`src/rtl/bagging_pkg.sv`:
```
// Shared definitions for the bagging ensemble weight loader.
// Holds the memory geometry, the weight width and the loader state encoding.
// The same values are used by the loader, its address counter and the
// loader bus interface.
package bagging_pkg;

    localparam int N_MEM     = 3;                 // ensemble members / weight memories
    localparam int DEPTH     = 32;                // words per memory
    localparam int ADDR_W    = $clog2(DEPTH);     // 5
    localparam int WEIGHT_W  = 9;                 // signed weight width
    localparam int MEM_IDX_W = $clog2(N_MEM);     // member index width

    typedef enum logic [2:0] {
        IDLE,
        LOAD,
        WAIT_FIN,
        RUN,
        DONE
    } loader_state_t;

endpackage

```
`src/rtl/bagging_weight_loader_if.sv`:
```
// Bus between the weight loader and its environment.
// Carries the inbound weight stream (in_valid/in_ready/in_data) and the
// per-member weight-memory port (finish flags, write/read strobes, address
// and write data, all packed with slice i belonging to memory i).
//   master : the loader side (consumes the stream, drives the memories)
//   slave  : the host/DMA plus the memories
interface bagging_weight_loader_if;
    import bagging_pkg::*;

    logic                       in_valid;
    logic                       in_ready;
    logic signed [WEIGHT_W-1:0] in_data;
    logic [N_MEM-1:0]           mem_finish;
    logic [N_MEM-1:0]           mem_write;
    logic [N_MEM-1:0]           mem_read;
    logic [N_MEM*ADDR_W-1:0]    mem_addr;
    logic [N_MEM*WEIGHT_W-1:0]  mem_wdata;

    modport master (
        input  in_valid,
        input  in_data,
        input  mem_finish,
        output in_ready,
        output mem_write,
        output mem_read,
        output mem_addr,
        output mem_wdata
    );

    modport slave (
        output in_valid,
        output in_data,
        output mem_finish,
        input  in_ready,
        input  mem_write,
        input  mem_read,
        input  mem_addr,
        input  mem_wdata
    );

endinterface

```
`src/rtl/bagging_addr_counter.sv`:
```
// Word address / member index counter.
// Counts addr 0..DEPTH-1; on wrap the member index advances, and after the
// last address of the last member both roll back to 0.
//   clk, rst : clock, asynchronous active-low reset
//   clr      : synchronous clear to 0/0 (wins over inc)
//   inc      : advance by one word
//   addr     : word address within the current member
//   idx      : current member index
//   tc       : high while pointing at the very last word (last member, DEPTH-1)
module bagging_addr_counter
    import bagging_pkg::*;
#(
    parameter int N_IDX = N_MEM,
    parameter int IDX_W = (N_IDX > 1) ? $clog2(N_IDX) : 1
) (
    input  logic              clk,
    input  logic              rst,
    input  logic              clr,
    input  logic              inc,
    output logic [ADDR_W-1:0] addr,
    output logic [IDX_W-1:0]  idx,
    output logic              tc
);

    localparam logic [ADDR_W-1:0] ADDR_LAST = ADDR_W'(DEPTH - 1);
    localparam logic [IDX_W-1:0]  IDX_LAST  = IDX_W'(N_IDX - 1);

    logic addr_last;

    assign addr_last = (addr == ADDR_LAST);
    assign tc        = addr_last && (idx == IDX_LAST);

    always_ff @(posedge clk or negedge rst) begin
        if (!rst) begin
            addr <= '0;
            idx  <= '0;
        end else if (clr) begin
            addr <= '0;
            idx  <= '0;
        end else if (inc) begin
            if (addr_last) begin
                addr <= '0;
                idx  <= (idx == IDX_LAST) ? '0 : idx + IDX_W'(1);
            end else begin
                addr <= addr + ADDR_W'(1);
            end
        end
    end

endmodule

```
`src/rtl/bagging_weight_loader.sv`:
```
// Weight loader for the 3-member bagging ensemble.
// Takes one stream of N_MEM*DEPTH signed weights and scatters it into the
// member memories (word k -> memory k/DEPTH, address k%DEPTH), waits for all
// memories to report finish, then sweeps addresses 0..DEPTH-1 with read and
// en_out asserted so every classifier sees its weights in order.
//   clk, rst    : clock, asynchronous active-low reset
//   start       : launch a load+run sequence (only honoured in IDLE)
//   bus         : weight stream in, memory write/read/address/data out
//   en_out      : classifier enable, high during the read sweep
//   busy        : sequence in progress
//   done        : one-cycle pulse at the end of the read sweep
//   err         : sticky finish-timeout flag, cleared by the next start
module bagging_weight_loader
    import bagging_pkg::*;
#(
    parameter int TIMEOUT = 256
) (
    input  logic                    clk,
    input  logic                    rst,
    input  logic                    start,
    bagging_weight_loader_if.master bus,
    output logic                    en_out,
    output logic                    busy,
    output logic                    done,
    output logic                    err
);

    localparam int              TO_W    = $clog2(TIMEOUT);
    localparam logic [TO_W-1:0] TO_LAST = TO_W'(TIMEOUT - 1);

    loader_state_t state, state_nxt;

    logic                      vld_p0;      // stream handshake this cycle
    logic                      fin_all;
    logic                      load_full;   // last word taken, final strobe pending
    logic [ADDR_W-1:0]         ld_addr;
    logic [MEM_IDX_W-1:0]      ld_idx;
    logic                      ld_tc;
    logic [ADDR_W-1:0]         run_addr;
    logic                      run_tc;
    logic                      run_idx_unused; // sweep counter has a single member slot
    logic [TO_W-1:0]           tcnt;
    logic [N_MEM-1:0]          write_p1;
    logic [N_MEM*ADDR_W-1:0]   addr_p1;
    logic [N_MEM*WEIGHT_W-1:0] wdata_p1;

    assign vld_p0  = bus.in_valid && bus.in_ready;
    assign fin_all = &bus.mem_finish;

    // Scatter counter: advances once per accepted word, held at 0 while idle.
    bagging_addr_counter #(.N_IDX(N_MEM)) u_load_cnt (
        .clk  (clk),
        .rst  (rst),
        .clr  (state == IDLE),
        .inc  (vld_p0),
        .addr (ld_addr),
        .idx  (ld_idx),
        .tc   (ld_tc)
    );

    // Sweep counter: starts at 0 on entry to RUN, one address per cycle.
    bagging_addr_counter #(.N_IDX(1)) u_run_cnt (
        .clk  (clk),
        .rst  (rst),
        .clr  (state != RUN),
        .inc  (state == RUN),
        .addr (run_addr),
        .idx  (run_idx_unused),
        .tc   (run_tc)
    );

    always_ff @(posedge clk or negedge rst) begin
        if (!rst) begin
            state <= IDLE;
        end else begin
            state <= state_nxt;
        end
    end

    always_comb begin
        state_nxt     = state;
        bus.in_ready  = 1'b0;
        bus.mem_read  = '0;
        bus.mem_addr  = addr_p1;
        en_out        = 1'b0;
        busy          = (state != IDLE);
        done          = 1'b0;
        unique case (state)
            IDLE: begin
                if (start) state_nxt = LOAD;
            end
            LOAD: begin
                // Stay one extra cycle after the last word so its strobe
                // goes out while still in LOAD.
                bus.in_ready = !load_full;
                if (load_full) state_nxt = WAIT_FIN;
            end
            WAIT_FIN: begin
                if (fin_all)               state_nxt = RUN;
                else if (tcnt == TO_LAST)  state_nxt = IDLE;
            end
            RUN: begin
                bus.mem_read = '1;
                bus.mem_addr = {N_MEM{run_addr}};
                en_out       = 1'b1;
                if (run_tc) state_nxt = DONE;
            end
            DONE: begin
                done      = 1'b1;
                state_nxt = IDLE;
            end
            default: state_nxt = IDLE;
        endcase
    end

    // p0 -> p1: accepted word becomes a one-cycle write to its member;
    // address and data slices hold between writes.
    always_ff @(posedge clk or negedge rst) begin
        if (!rst) begin
            write_p1  <= '0;
            addr_p1   <= '0;
            wdata_p1  <= '0;
            load_full <= 1'b0;
            tcnt      <= '0;
            err       <= 1'b0;
        end else begin
            write_p1 <= '0;
            if (vld_p0) begin
                for (int i = 0; i < N_MEM; i++) begin
                    if (ld_idx == MEM_IDX_W'(i)) begin
                        write_p1[i]                      <= 1'b1;
                        addr_p1[i*ADDR_W +: ADDR_W]      <= ld_addr;
                        wdata_p1[i*WEIGHT_W +: WEIGHT_W] <= bus.in_data;
                    end
                end
            end
            load_full <= (state_nxt == LOAD) && (load_full || (vld_p0 && ld_tc));
            tcnt      <= (state == WAIT_FIN) ? tcnt + TO_W'(1) : '0;
            if (state == IDLE && start) begin
                err <= 1'b0;
            end else if (state == WAIT_FIN && !fin_all && tcnt == TO_LAST) begin
                err <= 1'b1;
            end
        end
    end

    assign bus.mem_write = write_p1;
    assign bus.mem_wdata = wdata_p1;

endmodule

```
`src/flat_wrapper.sv`:
```
// flat-port wrapper written by rule: the top's interface ports become plain ports
module bagging_weight_loader_flat import bagging_pkg::*;
#(
    parameter int TIMEOUT = 256
)
  (clk, rst, start, en_out, busy, done, err, bus_in_valid, bus_in_data, bus_mem_finish, bus_in_ready, bus_mem_write, bus_mem_read, bus_mem_addr, bus_mem_wdata);
  bagging_weight_loader_if bus_i ();
  input  logic clk;
  input  logic rst;
  input  logic start;
  output logic en_out;
  output logic busy;
  output logic done;
  output logic err;
  input wire logic [$bits(bus_i.in_valid)-1:0] bus_in_valid;
  input wire logic [$bits(bus_i.in_data)-1:0] bus_in_data;
  input wire logic [$bits(bus_i.mem_finish)-1:0] bus_mem_finish;
  output wire logic [$bits(bus_i.in_ready)-1:0] bus_in_ready;
  output wire logic [$bits(bus_i.mem_write)-1:0] bus_mem_write;
  output wire logic [$bits(bus_i.mem_read)-1:0] bus_mem_read;
  output wire logic [$bits(bus_i.mem_addr)-1:0] bus_mem_addr;
  output wire logic [$bits(bus_i.mem_wdata)-1:0] bus_mem_wdata;
  assign bus_i.in_valid = bus_in_valid;
  assign bus_i.in_data = bus_in_data;
  assign bus_i.mem_finish = bus_mem_finish;
  assign bus_in_ready = bus_i.in_ready;
  assign bus_mem_write = bus_i.mem_write;
  assign bus_mem_read = bus_i.mem_read;
  assign bus_mem_addr = bus_i.mem_addr;
  assign bus_mem_wdata = bus_i.mem_wdata;
  bagging_weight_loader #(.TIMEOUT(TIMEOUT)) u_core (.clk(clk), .rst(rst), .start(start), .bus(bus_i), .en_out(en_out), .busy(busy), .done(done), .err(err));
endmodule
```
`config.mk`:
```
export PLATFORM = sky130hd
export DESIGN_NAME = bagging_weight_loader_flat
export DESIGN_NICKNAME = d
export VERILOG_FILES = /design/src/rtl/bagging_pkg.sv /design/src/rtl/bagging_weight_loader_if.sv /design/src/rtl/bagging_addr_counter.sv /design/src/rtl/bagging_weight_loader.sv /design/src/flat_wrapper.sv
export SDC_FILE = /design/constraint.sdc
export NUM_CORES = 1
export LEC_CHECK = 0
export ABC_AREA = 1
export BUFFER_PORTS_ARGS = -buffer_cell sky130_fd_sc_hd__buf_2
export CAP_MARGIN = 10
export CORE_MARGIN = 2
export CORE_UTILIZATION = 50
export CTS_CLUSTER_DIAMETER = 100
export DETAILED_ROUTE_END_ITERATION = 10
export GPL_TIMING_DRIVEN = 0
export PLACE_DENSITY = 0.74
export SYNTH_ARGS = -nofsm -noshare
export SYNTH_HDL_FRONTEND = slang
export SYNTH_SLANG_ARGS = --single-unit
```
`constraint.sdc`:
```
create_clock -name clk -period 1.7 [get_ports clk]
set_clock_uncertainty 0.05 [all_clocks]
set_input_delay 0.255 -clock clk [delete_from_list [all_inputs] [get_ports clk]]
set_output_delay 0.255 -clock clk [all_outputs]
set_load 0.02 [all_outputs]
```
# == After elaboration in Yosys (flattened, before gate mapping) ==
# Cells that the tools add are included.
# totals
regBits,71
latch_bits,0
mem_bits_rw,0
mem_bits_ro,0
input_bits,16
output_inout_bits,53
wordCells,89
mem_count,0
# op_classes
addsub,5
multipliers,0
n_div,0
order_cmp,0
eq_ne,11
shifts,0
mux,32
n_bitwise,1
reduce_logical,25
# ops
op,count
two-way mux 5 bit,6
two-way mux 3 bit,7
two-way mux 15 bit,1
two-way mux 1 bit,12
one-hot mux 3 bit (4 select lines),1
adder 5 x 1 -> 5 bit (second input constant),2
== test 5 bit (second input constant),2
AND reduction 2 bit,5
nonzero test 2 bit,5
adder 8 x 1 -> 8 bit (second input constant),1
== test 8 bit (second input constant),1
logical AND 1 bit,8
two-way mux 2 bit,4
two-way mux 8 bit,1
== test 3 x 1 -> 1 bit (second input constant),2
== test 3 x 2 -> 1 bit (second input constant),2
== test 3 bit (second input constant),1
logical NOT 3 bit,1
inequality test 3 x 2 -> 1 bit (second input constant),1
AND reduction 3 bit,1
nonzero test 3 bit,1
adder 2 x 1 -> 2 bit (second input constant),1
== test 2 x 1 -> 1 bit (second input constant),1
== test 2 bit (second input constant),1
5 further kinds,6

# == Logic depth before layout (Yosys ltp) ==
# Gate-level depths: netlist of run 1.
# depth
depth_word,6
ltp_mapped,9
mapped_depth_nobuf,9

# == Modules after synthesis ==
# From an unflattened synthesis of run 1, not the netlist that was laid out.
# unflattened
hier_cells,404
hier_area_um2,3306.9
# by_module_without_submodules
mod,instances,cells_per_inst,area_per_inst_um2,seq_area_each_um2
bagging_weight_loader,1,321,2646.3,1451.4
bagging_addr_counter at u_core.u_load_cnt,1,45,372.9,175.2
bagging_addr_counter at u_core.u_run_cnt,1,38,287.8,125.1

# == Worst setup path before layout of run 1 ==
# No wires, ideal clock.
# synth_path
path_kind,flip-flop to output port
from,register u_core.state[2]
to,output port bus_mem_addr[0]
t_arrival_ps,1350
t_required_ps,1395
path_slack_ps,45
path_stages_with_launch,7
path_buffers,1
path_cell_list,dfrtp_1 > nor2_4 > nand2_1 > buf_2 > inv_1 > nand2_1 > nand2_1
# synth_between
elab_chain_len,2
# synth_rtl
item,line_no,text
start: declaration,bagging_weight_loader.sv:31,"loader_state_t state, state_nxt;"
start signal: assignment,bagging_weight_loader.sv:76,state <= state_nxt;
== test 3 x 2 -> 1 bit,bagging_weight_loader.sv:88,unique case (state)
two-way mux 15 bit,bagging_weight_loader.sv:88,
end: declaration,flat_wrapper.sv:21,output wire logic [$bits(bus_i.mem_addr)-1:0] bus_mem_addr;
# Every way passes these cells.

# == Worst setup path in the final report of run 1 ==
# layout_path
from,register u_core.state[2]
to,output port bus_mem_addr[8]
# Same word-level chain as after synthesis.

==> flow_summary.toml, run 1 <==
[outcome]
status = "finished with violations"
violations = "negative hold slack, negative setup slack"

[clock_tree]
clk_latency_ns = 0.34
cts_tree = "built"
h-tree-depth = 3
clk_pin_slew_ns = 0.06
cts_buffers = 9
clock_tree.buffer_depth = 2
ctsHoldBuffers = 0
clockRootBuffer = "clkbuf_8"
cts_sinks = 70

[drt]
dr_wl_met2_um = 3690
via_per_inst = 5.09
drt_iter0_markers = 257
wl_met1_um = 3290
top_layer = "met4"
wl_per_cell_um = 13.7
firstDrtPassIters = 4
remaining_drc_errors = 0
wirelength_um = 7520
ant_nets = 0
via_count = 2796
wl_met3_um = 370

[global_routing]
grt_pass1_vias = 2594
antenna_found_initial = 0
grt_overflow = 0
grt_max_degree = 71
grt_util_all_layers = 0.221
grt_pass1_wl_um = 12400

[worst_setup_path]
required_ns = 1.39
endpoint_kind = "output port"
slowest_delay_ns = 0.42
setup.worst_path.class = "reg -> out"
cpMostUsedCell = "nand2_2"
crit_chain = "nor2_4 -> nand2_2 -> buf_8 -> buf_8 -> nand2_2 -> nand2_2 -> buf_6"
cpMaxStageDelayCell = "dfrtp_1"
cp_max_fo = 8
cp-start-kind = "register"
arrival_ns = 1.49

[run]
maxCapViolCount = 0

[timing]
hold_ws_ns = -0.0144
finalCritPeriodShare = 1.05
max_freq_mhz = 558
finalCriticalPeriod_ns = 1.79
tightest_slew_ns = 0.872
hold_violations = 25
slew_headroom = 0.418
fin_ws_ns = -0.0926
drv_slew = 0
rsz0062_at_grt = "yes"
setup_viol = 18

[floorplanning]
initial_utilization = 0.525
die_w_um = 83.6
dieArea_sq_mm = 0.00698
coreArea_sq_mm = 0.00603
die_h_um = 83.6
row_count = 28
io_pins = 69

[synth]
yosysUniqueCellTypes = 25
ys.flop_type = "dfrtp_1"
synth_area_leaders = "dfrtp_1 (55%), nand2_1 (18%), nand3_1 (9.2%), nor2_1 (3.2%), inv_1 (3.0%)"
ys_warn_count = 0
synth_area_leader_cell = "dfrtp_1"
ys_seq_area_frac = 0.554
yosysTopAreaCellShare = 0.554
synth_commonest_cells = "nand2_1 (149), dfrtp_1 (70), nand3_1 (58)"
yosysMostFrequentCell = "nand2_1"
ys_ff_latch = 70
synth-edff-count = 0
synth_nets = 403
syn_area_sq_mm = 0.00316
async_flop_share = 1.00
synth_area_per_cell_sq_um = 8.28
synthCells = 382

[finish]
post-route-util = 0.696
layoutNonFillerInstCount = 549
finish.net_count = 490
fin_area_sq_mm = 0.00420
drive_gt1_frac = 0.329
areaGrowthSynthToFinish_pct = 32.6
diodes = 0

[place]
dp_hpwl_um = 4980
portBuffers = 68
place_area_sq_mm = 0.00360
dpl.cell_count = 525
gp_congestion = 0.821

[power_and_ir_drop]
total_power_uw = 4000
vdd.ir_drop.worst_mv = 0.609
p_leak_uw = 0.00242
powerDensity_mw_per_mm2 = 954

[hold_path]
worstHoldPathType = "in -> async"
==> critical path: cells and delay by family, from the launching register on <==
family	cells	cell delay, ns
AND/OR/NAND/NOR	4	0.31
buffers and inverters	3	0.42
flip-flops	1	0.42
==> layer usage <==
metal / up-vias / GRT usage
li1: 1378 / -
met2: 86 / 0.360
met5: - / 0
met3: 13 / 0.0346
met1: 1319 / 0.299
met4: 0 / 0.0909
==> stage by stage <==
| stage | TNS, ns | worst slack [ns] |
|---|---|---|
| floorplan | 0 | 0.0447 |
| global placement | -3.19 | -0.143 |
| detailed placement | -1.02 | -0.143 |
| CTS | -1.07 | -0.0787 |
| global route | -2.81 | -0.178 |
| finish | -1.28 | -0.0926 |
==> where the power goes <==
part | internal, uW | switching [uW] | leakage [uW] | total [uW]
Combinational | 286 | 395 | 0.00137 | 681
Clock | 824 | 619 | 0.000106 | 1440
Sequential | 1770 | 107 | 0.000946 | 1880
==> flip-flops by register name, summed over array words and instances, names as in the netlist <==
signal and count:
u_core.bus.mem_wdata 27, u_core.addr_p1 15, u_core.tcnt 8, u_core.u_load_cnt.addr 5
u_core.u_run_cnt.addr 5, u_core.bus.mem_write 3, u_core.state 3, u_core.u_load_cnt.idx 2
u_core.err 1, u_core.load_full 1
==> area by class of cell <==
type	instances	area, sq um
Timing Repair Buffer	78	542
Sequential cell	70	1750
Inverter	26	110
Clock buffer	10	128
Buffer	16	136
Tap cell	75	93.8
Fill cell	499	1830
Multi-Input combinational cell	268	1350
Clock inverter	6	86.3
==> cell usage in the layout (no fill, tap or decap), drive strengths merged <==
cell type / instances
a21oi: 7
a31oi: 1
buf: 93
bufinv: 2
clkbuf: 11
clkinv: 4
clkinvlp: 1
dfrtp: 70
ha: 5
inv: 25
nand2: 152
nand3: 59
nand4: 2
nor2: 30
nor3: 3
o211ai: 1
o21ai: 6
or2: 1
xor2: 1
==> final timing paths <==
path                            cells after the start                                    end                                  from  slack, ns
worst max-delay path                                7                        bus_mem_addr[8]             u_core.state[2]$_DFF_PN0_      -0.09
worst min-delay path                                1              u_core.state[2]$_DFF_PN0_                                   rst      -0.01
worst max register to register                      7     u_core.u_run_cnt.addr[3]$_DFF_PN0_    u_core.u_run_cnt.addr[0]$_DFF_PN0_       0.03
worst min register to register                      2   u_core.bus.mem_wdata[17]$_DFFE_PN0P_  u_core.bus.mem_wdata[17]$_DFFE_PN0P_       0.42
max in group asynchronous                           1  u_core.u_load_cnt.addr[1]$_DFFE_PN0P_                                   rst       1.01
min in group clk                                    3   u_core.bus.mem_wdata[16]$_DFFE_PN0P_                        bus_in_data[7]       0.12
==> cell families (layout without fill, tap and decap cells) <==
group	Yosys count	in the layout	share of synthesized area
AND/OR/NAND/NOR	247	247	0.335
flip-flops	70	70	0.554
buffers and inverters	44	136	0.0645
AO/OA/AOI/OAI	15	15	0.0249
adder cells (fa/ha/maj)	5	5	0.0198
XOR/XNOR	1	1	0.00277
==> what timing repair did <==
item                                    in CTS  in global routing
endpoints found under the setup margin      20                 37
gates resized for setup                     58                 46
setup buffers                                5                  6
pin swaps                                    4                  7
No activity file was read; power rests on OpenSTA's default activity.
==> inputs of run 2 (changes only) <==
- SYNTH_HIERARCHICAL: not set -> 1
==> run 2 against run 1 <==
Against the previous run:
- non-clock buffer count is 17 higher
- critical path depth decreased by 1
- register-to-register slack hardly changed
- power is 55% higher
- the flow still finishes with violations (negative hold slack, negative setup slack)
- sequential cell count unchanged
- sequential power up 31%
- final cell count is 6.6% higher
- via count increased by 12%
- wire length grew 15%
==> flow_summary.toml, run 2 <==
[finish]
areaGrowthSynthToFinish_pct = 32.6
post-route-util = 0.688
layout_common_cells = "nand2_1 (134), dfrtp_1 (65), buf_2 (58), nand4_1 (46), inv_1 (30)"
diodes = 0
largest_reg_flops = 27
fillers = 527
final_common_cell = "nand2_1"
drive_gt1_frac = 0.329
finish.net_count = 525

[power_and_ir_drop]
vdd.ir_drop.worst_mv = 1.01
p_leak_uw = 0.00243
powerDensity_mw_per_mm2 = 1420

[synth]
ys_warn_count = 6
synth_nets = 423
synthCells = 402
syn_area_sq_mm = 0.00330
synth_area_per_cell_sq_um = 8.20

[drt]
top_layer = "met4"
wirelength_um = 8660
ant_nets = 0
firstDrtPassIters = 5
via_per_inst = 5.33
drt_iter0_markers = 230
remaining_drc_errors = 0
dr_wl_met2_um = 4070
via_count = 3118
wl_met3_um = 577
wl_per_cell_um = 14.8
wl_met1_um = 3780

[global_routing]
grt_pass1_vias = 2893
grt_pass1_wl_um = 13900
grt_overflow = 0
grt_util_all_layers = 0.244
antenna_found_initial = 0
grt_max_degree = 71

[worst_setup_path]
cp_max_fo = 10
arrival_ns = 1.44
cp-start-kind = "register"
r2r_end = "u_core/u_load_cnt/addr[3]$_DFFE_PN0P_"
required_ns = 1.39
setup.worst_path.class = "reg -> out"
r2r_start = "u_core/state[2]$_DFF_PN0_"
reg2reg_setup_slack_ns = 0.02
endpoint_kind = "output port"
r2r_cells = 12

[floorplanning]
coreArea_sq_mm = 0.00635
die_w_um = 85.2
row_count = 29
dieArea_sq_mm = 0.00726
io_pins = 69
initial_utilization = 0.519
die_h_um = 85.2

[timing]
tightest_slew_ns = 0.871
setup_tns_ns = -0.332
fin_ws_ns = -0.0461
setup_viol = 15
slew_headroom = 0.419
max_freq_mhz = 573
finalCritPeriodShare = 1.03
hold_violations = 26
rsz0062_at_grt = "yes"
drv_slew = 0
finalCriticalPeriod_ns = 1.75
hold_ws_ns = -0.0289

[clock_tree]
h-tree-depth = 3
clk_pin_slew_ns = 0.07
clockRootBuffer = "clkbuf_8"
cts_sinks = 70
ctsHoldBuffers = 0
cts_tree = "built"
clk_latency_ns = 0.34
cts_buffers = 9
clock_tree.buffer_depth = 2

[outcome]
status = "finished with violations"
violations = "negative hold slack, negative setup slack"

[place]
portBuffers = 68
dp_hpwl_um = 5510
gp_congestion = 0.828

[hold_path]
worstHoldPathType = "in -> async"

[run]
maxCapViolCount = 0
## run 2: cell types whose count changed in the layout (fill, tap and decap cells not counted), sizes merged, moves of 4 or more
cell    delta
clkbuf     +6
inv        +9
o21ai      +4
nand3     -42
buf       +11
nand4     +44
## run 2: area by class of cell
class	count	area, sq um	area share
plain buffers	20	153	0.0349
clock buffers	10	138	0.0315
clock inverters	5	50.0	0.0115
inverters	34	135	0.0309
multi-input cells	278	1430	0.326
flip-flops and latches	70	1760	0.402
well taps	77	96.3	0.0221
repair buffers	91	613	0.140
## run 2: critical path, cell delays in order, from the launching register on
cell,delay [ns]
dfrtp_1,0.38
inv_2,0.11
nand3_4,0.15
inv_6,0.13
nand2_1,0.10
nand2_1,0.09
buf_4,0.14
## run 2: repair_timing
| item | in CTS | in global routing |
|---|---|---|
| resized for setup | 34 | 56 |
| setup buffers | 11 | 10 |
| cloned | 1 | 1 |
| setup endpoints to repair | 35 | 65 |
| pin swaps | 1 | 2 |
| hold endpoints to repair | 0 | 0 |
## run 2: worst max path at each step
| stage | startpoint | endpoint | slack (ns) | depth (start not counted) |
|---|---|---|---|---|
| floorplan | u_core/state[2]$_DFF_PN0_ | bus_mem_addr[0] | 0.03 | 5 |
| global placement | u_core/state[1]$_DFF_PN0_ | bus_mem_addr[11] | -0.21 | 5 |
| detailed placement | u_core/state[2]$_DFF_PN0_ | bus_mem_addr[11] | -0.26 | 6 |
| CTS | u_core/state[2]$_DFF_PN0_ | bus_mem_addr[11] | -0.05 | 6 |
| global route | u_core/state[2]$_DFF_PN0_ | bus_mem_addr[12] | -0.13 | 6 |
| finish | u_core/state[2]$_DFF_PN0_ | bus_mem_addr[14] | -0.05 | 6 |
## run 2: stage by stage
step           area, sq um  power [uW]  setup slack (ns)  cells
2_1_floorplan         3300        3780            0.0250    402
3_3_place_gp          3730        4450            -0.214    547
3_5_place_dp          3730        4530            -0.258    547
4_1_cts               4130        5930           -0.0547    574
5_1_grt               4370        6570            -0.130    585
6_report              4370        6180           -0.0461    585
## run 2: per-layer routing
layer | up-vias | track usage
met3 | 21 | 0.0496
met2 | 120 | 0.364
met4 | 0 | 0.117
li1 | 1516 | -
met5 | - | 0
met1 | 1461 | 0.343
## run 2: where the power goes
group | internal, uW | switching (uW)
Sequential | 2120 | 340
Clock | 699 | 605
Combinational | 890 | 1530
Total | 3710 | 2470
==> inputs of run 3 (changes only) <==
- CORE_MARGIN: 2 -> 10
==> run 3 against run 2 <==
Against the previous run:
- clock power grew 14%
- the flow still finishes with violations (negative hold slack, negative setup slack)
- via count grew 3.1%
- non-clock buffer count shrank 3
==> flow_summary.toml, run 3 (synthesized netlist as in run 2, its figures left out) <==
[outcome]
status = "finished with violations"
violations = "negative hold slack, negative setup slack"

[drt]
drt_iter0_markers = 200
ant_nets = 0
wl_per_cell_um = 15.8
firstDrtPassIters = 5
via_per_inst = 5.52
wirelength_um = 9230
remaining_drc_errors = 0
via_count = 3216

[timing]
drv_slew = 0
fin_ws_ns = -0.0911
max_freq_mhz = 558
rsz0062_at_grt = "yes"
hold_ws_ns = -0.0198
slew_headroom = 0.412
setup_viol = 16
tightest_slew_ns = 0.882
hold_violations = 13
finalCritPeriodShare = 1.05
finalCriticalPeriod_ns = 1.79

[power_and_ir_drop]
p_leak_uw = 0.00245
powerDensity_mw_per_mm2 = 1430
vdd.ir_drop.worst_mv = 1.23

[clock_tree]
cts_sinks = 70
clock_tree.buffer_depth = 2
cts_buffers = 9
clockRootBuffer = "clkbuf_8"
cts_tree = "built"
clk_latency_ns = 0.34
ctsHoldBuffers = 0
h-tree-depth = 3
clk_pin_slew_ns = 0.07

[global_routing]
grt_pass1_wl_um = 14900
antenna_found_initial = 0
grt_pass1_vias = 3134
grt_util_all_layers = 0.178
grt_max_degree = 71
grt_overflow = 0

[worst_setup_path]
setup.worst_path.class = "reg -> out"
cpMaxStageDelayCell = "dfrtp_1"
crit_buf_inv = 3
crit_chain = "inv_2 -> nand3_4 -> buf_4 -> nand2_1 -> nand2_1 -> buf_4"
required_ns = 1.39
critical-path-top-delay-family = "buffers and inverters"
slowest_delay_ns = 0.38
cp-start-kind = "register"
arrival_ns = 1.49
endpoint_kind = "output port"
cp_max_fo = 5

[finish]
layoutNonFillerInstCount = 583
fillers = 514
finish.net_count = 522
final_common_cell = "nand2_1"
multi_input_area_sq_mm = 0.00145
layout_common_cells = "nand2_1 (135), dfrtp_1 (65), buf_2 (54), nand4_1 (46), inv_1 (30)"
largest_reg_flops = 27
areaGrowthSynthToFinish_pct = 34.5
diodes = 0
post-route-util = 0.694
ff_latch_area_sq_mm = 0.00176
drive_gt1_frac = 0.322

[floorplanning]
die_h_um = 101
coreArea_sq_mm = 0.00639
initial_utilization = 0.516
die_w_um = 101
row_count = 29
dieArea_sq_mm = 0.0102
io_pins = 69

[place]
gp_congestion = 0.865
dp_hpwl_um = 6090
dpl.cell_count = 547
portBuffers = 68

[run]
maxCapViolCount = 0

[hold_path]
worstHoldPathType = "in -> async"
==> run 3: cell types whose count changed in the layout (fill, tap and decap cells not counted), sizes merged <==
cell | before | now
clkinv | 4 | 2
bufinv | 1 | 2
clkbuf | 17 | 20
buf | 104 | 100
==> run 3: final cells by class <==
type	instances	area share
buffer	19	0.0350
clock buffer	12	0.0327
clock inverter	4	0.0158
inverter	34	0.0310
multi-input combinational	278	0.326
sequential	70	0.396
tap	77	0.0217
timing repair buffer	89	0.141
==> run 3: layer usage <==
layer	up-vias	part of all wire	global-route usage
li1	1518	-	-
met1	1543	0.42	0.216
met2	148	0.48	0.284
met3	7	0.095	0.0681
met4	0	0.0060	0.0622
met5	-	0	0
==> run 3: repair_timing <==
action / 4_1_cts / 5_1_grt
gates resized for setup: 55 / 45
endpoints found under the setup margin: 26 / 68
gates cloned: 1 / 1
setup buffers: 16 / 3
pin swaps: 8 / 3
==> run 3: power by group <==
group | switching [uW] | internal, uW | total [uW]
registers | 331 | 2120 | 2450
logic | 1550 | 867 | 2420
clock network | 613 | 863 | 1480
==> run 3: path summary, 6_finish.rpt <==
kind                                                 from                               endpoint  slack [ns]  cells after the start
worst max-delay path            u_core/state[2]$_DFF_PN0_                        bus_mem_addr[2]       -0.09                      6
worst min-delay path                                  rst               u_core/tcnt[5]$_DFF_PN0_       -0.02                      1
worst max register to register  u_core/state[2]$_DFF_PN0_  u_core/u_load_cnt/addr[3]$_DFFE_PN0P_        0.04                     12
worst min register to register   u_core/tcnt[0]$_DFF_PN0_               u_core/tcnt[0]$_DFF_PN0_        0.42                      1
max in group asynchronous                             rst  u_core/u_load_cnt/addr[1]$_DFFE_PN0P_        0.99                      1
min in group clk                           bus_in_data[3]   u_core/bus.mem_wdata[12]$_DFFE_PN0P_        0.16                      3
==> run 3: per-stage QoR <==
| stage | worst slack [ns] | total power (uW) | hold slack, ns | setup TNS, ns | instance area [sq um] |
|---|---|---|---|---|---|
| global route | -0.153 | 6730 | 0.0408 | -1.97 | 4430 |
| detailed placement | -0.203 | 4570 | 0.382 | -3.67 | 3730 |
| finish | -0.0911 | 6350 | -0.0198 | -0.839 | 4430 |
| global placement | -0.200 | 4510 | 0.400 | -6.12 | 3730 |
| floorplan | 0.0250 | 3780 | -0.0906 | 0 | 3300 |
| CTS | -0.0699 | 6210 | 0.00796 | -0.678 | 4260 |
